### config.mk
export PLATFORM = sky130hd
export DESIGN_NAME = mmio_device_arbiter
export DESIGN_NICKNAME = d
export VERILOG_FILES = /design/src/rtl/mmio_device_arbiter.sv
export SDC_FILE = /design/constraint.sdc
export NUM_CORES = 1
export LEC_CHECK = 0
export ABC_AREA = 1
export CAP_MARGIN = 20
export CORE_AREA = 4 4 118 120
export DETAILED_ROUTE_END_ITERATION = 12
export DIE_AREA = 0 0 122 124
export PLACE_DENSITY = 0.87
export SLEW_MARGIN = 20
export SYNTH_ARGS = -nofsm -noshare
export SYNTH_HDL_FRONTEND = slang
export SYNTH_SLANG_ARGS = --single-unit
### constraint.sdc
create_clock -name clock -period 1.8 [get_ports clock]
set_clock_uncertainty 0.2 [all_clocks]
set_input_delay 0.27 -clock clock [delete_from_list [all_inputs] [get_ports clock]]
set_output_delay 0.27 -clock clock [all_outputs]
set_load 0.1 [all_outputs]
### src/rtl/mmio_device_arbiter.sv
// mmio_device_arbiter: round-robin sharing of one MMIO device port among NUM_HOSTS hosts.
// Define MMIO_ARBITER_TIMEOUT_EN to add a BUSY watchdog that self-acks and sets timeout_error.
`ifndef TIA_WORD_WIDTH
`define TIA_WORD_WIDTH 32
`endif
module mmio_device_arbiter #(
  parameter int NUM_HOSTS = 2,
  parameter int INDEX_WIDTH = 16,
  parameter int DATA_WIDTH = `TIA_WORD_WIDTH,
  parameter int TIMEOUT_CYCLES = 255
) (
  input  logic                             clock,
  input  logic                             reset,
  input  logic [NUM_HOSTS-1:0]             host_read_req,
  input  logic [NUM_HOSTS*INDEX_WIDTH-1:0] host_read_index,
  output logic [NUM_HOSTS-1:0]             host_read_ack,
  output logic [NUM_HOSTS*DATA_WIDTH-1:0]  host_read_data,
  input  logic [NUM_HOSTS-1:0]             host_write_req,
  input  logic [NUM_HOSTS*INDEX_WIDTH-1:0] host_write_index,
  input  logic [NUM_HOSTS*DATA_WIDTH-1:0]  host_write_data,
  output logic [NUM_HOSTS-1:0]             host_write_ack,
  output logic                             device_read_req,
  output logic                             device_write_req,
  output logic [INDEX_WIDTH-1:0]           device_read_index,
  output logic [INDEX_WIDTH-1:0]           device_write_index,
  output logic [DATA_WIDTH-1:0]            device_write_data,
  input  logic                             device_read_ack,
  input  logic                             device_write_ack,
  input  logic [DATA_WIDTH-1:0]            device_read_data,
  output logic                             grant_valid,
  output logic [$clog2(NUM_HOSTS)-1:0]     grant_host,
  output logic                             timeout_error
);
  localparam int HW = $clog2(NUM_HOSTS);
  if (NUM_HOSTS < 2 || NUM_HOSTS > 8 || TIMEOUT_CYCLES < 1) begin : g_bad_params
    $error("mmio_device_arbiter: NUM_HOSTS must be 2..8 and TIMEOUT_CYCLES >= 1");
  end
  typedef enum logic [1:0] {IDLE, READ_BUSY, WRITE_BUSY} state_t;
  state_t state, state_next;
  logic [HW-1:0] last_grant, winner;
  logic [NUM_HOSTS-1:0] wants;
  logic found, read_ack_ok, write_ack_ok, expire, finish;
  assign wants = host_read_req | host_write_req;
  assign read_ack_ok = state == READ_BUSY && device_read_ack;
  assign write_ack_ok = state == WRITE_BUSY && device_write_ack;
  assign finish = read_ack_ok || write_ack_ok || expire;
  // Second pass overrides the first, so hosts above last_grant take precedence over wrapped ones.
  always_comb begin
    winner = '0;
    found = 1'b0;
    for (int h = NUM_HOSTS - 1; h >= 0; h--)
      if (wants[h] && h <= int'(last_grant)) begin
        winner = HW'(h);
        found = 1'b1;
      end
    for (int h = NUM_HOSTS - 1; h >= 0; h--)
      if (wants[h] && h > int'(last_grant)) begin
        winner = HW'(h);
        found = 1'b1;
      end
  end
`ifdef MMIO_ARBITER_TIMEOUT_EN
  localparam int CW = $clog2(TIMEOUT_CYCLES + 1);
  logic [CW-1:0] busy_cycles;
  logic timeout_flag;
  assign expire = state != IDLE && busy_cycles == CW'(TIMEOUT_CYCLES) && !read_ack_ok && !write_ack_ok;
  assign timeout_error = !reset && (timeout_flag || expire);
  always_ff @(posedge clock) begin
    if (reset) begin
      busy_cycles <= '0;
      timeout_flag <= 1'b0;
    end else begin
      busy_cycles <= state == IDLE ? '0 : busy_cycles + CW'(1);
      timeout_flag <= timeout_flag || expire;
    end
  end
`else
  assign expire = 1'b0;
  assign timeout_error = 1'b0;
`endif
  always_ff @(posedge clock) state <= reset ? IDLE : state_next;
  always_comb
    state_next = state == IDLE ? (found ? (host_read_req[winner] ? READ_BUSY : WRITE_BUSY) : IDLE)
               : finish ? IDLE : state;
  always_ff @(posedge clock) begin
    if (reset) begin
      device_read_req <= 1'b0;
      device_write_req <= 1'b0;
      device_read_index <= '0;
      device_write_index <= '0;
      device_write_data <= '0;
      grant_valid <= 1'b0;
      grant_host <= '0;
      last_grant <= HW'(NUM_HOSTS - 1);
    end else if (state == IDLE && found) begin
      device_read_req <= host_read_req[winner];
      device_write_req <= !host_read_req[winner];
      if (host_read_req[winner])
        device_read_index <= host_read_index[winner*INDEX_WIDTH +: INDEX_WIDTH];
      else begin
        device_write_index <= host_write_index[winner*INDEX_WIDTH +: INDEX_WIDTH];
        device_write_data <= host_write_data[winner*DATA_WIDTH +: DATA_WIDTH];
      end
      grant_valid <= 1'b1;
      grant_host <= winner;
      last_grant <= winner;
    end else if (finish) begin
      device_read_req <= 1'b0;
      device_write_req <= 1'b0;
      grant_valid <= 1'b0;
    end
  end
  always_comb begin
    host_read_ack = '0;
    host_write_ack = '0;
    host_read_data = '0;
    if (!reset && state == READ_BUSY && finish) begin
      host_read_ack[grant_host] = 1'b1;
      host_read_data[grant_host*DATA_WIDTH +: DATA_WIDTH] = read_ack_ok ? device_read_data : '1;
    end
    if (!reset && state == WRITE_BUSY && finish) host_write_ack[grant_host] = 1'b1;
  end
endmodule

==> flow_metrics.tcl <==
set metrics [dict create \
    outcome "finished, violations left" \
    violations "negative setup slack" \
    clock_latency_ns 0.32 \
    antenna_violating_nets_post_route 0 \
    hold_path_class "primary input to flop" \
    syn_nets 936 \
    diodes 0 \
    rsz0062_at_grt "true" \
    ir_drop_v 0.000613 \
    cts.path.max_buffers 2 \
    grt-ovfl-total 0 \
    p_switching_mw 5.10 \
    cts_tree "done" \
    fin_util_pct 76.6 \
    placed_cell_area_sq_mm 0.00943 \
    cts.sinks 71 \
    yosys_warnings 0 \
    critPathKind "flop to output pin" \
    layout_commonest_cell "nand2_1" \
    reg2reg_from "state[0]$_SDFFE_PP0P_" \
    place_hpwl_um 15100 \
    setup.worst_path.start "state[1]$_SDFFE_PP0P_" \
    start_kind "flop" \
    worstPathArrival_ns 1.72 \
    pwr-share-comb_pct 61.0 \
    ys_seq_elements 71 \
    netlist_instances 768 \
    fin_nets 1243 \
    critPathMaxFanout 8 \
    synth_edf_count 0 \
    ys_types 19 \
    wl_per_cell_um 15.1 \
    p_int_mw 5.32 \
    final_max_slew_viol_count 0 \
    start_util_pct 32.1 \
    vias_per_cell 4.41 \
    grt_usage_pct 23.5 \
    sequentialPowerShare_pct 21.8 \
    p_leak_nw 4.70 \
    grt_pass1_vias 5368 \
    cts_root_buf "clkbuf_16" \
    final_area_sq_mm 0.00994 \
    setup_ws_ns -0.393 \
    reg2regPathDepth 7 \
    powerDensity_mw_per_mm2 1050 \
    drcViolationCount 0 \
    core_area_sq_mm 0.0130 \
    first_pass_iters 5 \
    cts_made_buffers 9 \
    htree_levels 3 \
    drt-initial-drc-count 143 \
    num_vias 5537 \
    p_clk_share_pct 17.1 \
    avgSynthCellArea_sq_um 5.43 \
    die_width_um 122 \
    hp-start "reset" \
    p_total_mw 10.4 \
    async_reset_ff_share_pct 0 \
    fp.dieH_um 124 \
    crit_end "host_read_data[5]" \
    reg2reg_slack_ns 0.11 \
    finalSetupViolCount 66 \
    crit_required_ns 1.33 \
    finalHoldViolations 0 \
    wirelength_um 18900 \
    fin_setup_tns_ns -23.77 \
    syn-cell-area_sq_mm 0.00417 \
    pin_count 305 \
    grt_max_degree 48 \
    io_buffers 303 \
    worstReg2RegEnd "device_write_index[3]$_SDFFE_PP0P_" \
    cts_hold_buf 0 \
    grt_pass1_wl_um 27500 \
    clk_pin_slew_worst_paths_ns 0.06 \
    ys_seq_area_share_pct 34.1 \
    whs_ns 0.193 \
    areaGrowthSynthToFinish_pct 138 \
    synthFlopType "dfxtp_1" \
    swShare_pct 49.0 \
    fp-row-count 42 \
    gp_congestion 0.787 \
    min_period_over_period_pct 122 \
    layout-drive-gt1-share_pct 25.6 \
    min_period_ns 2.19 \
    maxCapViolations 0 \
    dieArea_sq_mm 0.0151 \
    worstSetupEndpointType "output pin" \
    antenna_found_initial 1 \
    final_cell_mix "332 x nand2_1, 164 x clkdlybuf4s50_1, 149 x buf_12" \
    fmax_mhz 456 \
]
per-layer routing:
layer	up-vias	global-route usage (%)	part of all wire, %
met5	-	0	0
met4	0	9.59	2.6
met3	32	9.04	10
met2	252	45.2	55
met1	2451	22.2	33
li1	2802	-	-
power by group through the flow:
stage          sequential [mW]  clock (mW)  combinational [mW]
6_report                  2.28        1.78                6.36
5_1_grt                   2.32        1.90                6.68
4_1_cts                   2.27        1.82                6.30
3_5_place_dp              2.31           0                6.27
3_3_place_gp              2.28           0                6.15
2_1_floorplan             4.42           0                1.70
cells in the mapped netlist, types with 2 or more instances:
master    instances  share of area (%)
nand2_1         334                 30
nor2_1          197                 18
inv_1           106                9.5
dfxtp_1          71                 34
buf_2            21                2.5
buf_4            12                2.2
a21oi_1           5               0.60
clkbuf_1          5               0.45
buf_6             3               0.81
nand3_1           3               0.36
a21oi_2           2               0.42
nor3_1            2               0.24
worst max-delay path, stage by stage (launching register included):
cell and delay (ns):
dfxtp_2 0.32, inv_2 0.07, nand3_4 0.10, nor2_4 0.14, inv_4 0.06, nor2_4 0.15
inv_6 0.10, buf_12 0.17, nor2_4 0.11, buf_12 0.18
sequential cells by signal, summed over array words and instances, names as in the netlist:
signal / flops
device_write_req: 1
device_read_index: 16
device_write_data: 32
state: 2
device_read_req: 1
grant_host: 1
last_grant: 1
device_write_index: 16
grant_valid: 1
how the worst min path moves through the flow:
stage,to,slack [ns],cells after the start
CTS,state[0]$_SDFFE_PP0P_,0.29,2
detailed placement,state[1]$_SDFFE_PP0P_,0.27,2
global route,state[1]$_SDFFE_PP0P_,0.19,3
global placement,state[1]$_SDFFE_PP0P_,0.27,2
floorplan,last_grant$_SDFFE_PP1P_,0.25,2
finish,state[1]$_SDFFE_PP0P_,0.19,3
layout make-up:
| type | instances | area [sq um] |
|---|---|---|
| Multi-Input combinational cell | 548 | 2670 |
| Tap cell | 176 | 220 |
| Inverter | 107 | 417 |
| Timing Repair Buffer | 338 | 4910 |
| Fill cell | 803 | 3040 |
| Clock inverter | 5 | 57.6 |
| Sequential cell | 71 | 1430 |
| Clock buffer | 11 | 243 |
kinds of logic after synthesis:
kind of cell / after synthesis / synth area share (%)
flip-flops: 71 / 34.1
AO/OA/AOI/OAI: 8 / 1.23
buffers and inverters: 149 / 15.7
other: 1 / 0.0899
AND/OR/NAND/NOR: 539 / 48.9
stage by stage:
stage	instances	setup WS (ns)
final	1256	-0.393
after detailed placement	1233	-0.457
after floorplan	768	-0.674
after global routing	1256	-0.450
after global placement	1233	-0.356
after CTS	1253	-0.413
what timing repair did:
action | CTS | global route
buffers inserted | 4 | 2
setup endpoints to repair | 68 | 73
resized for setup | 13 | 14
pin swaps | 15 | 3
cloned | 1 | 2
Note: power is estimated with default switching activity, not from simulation.
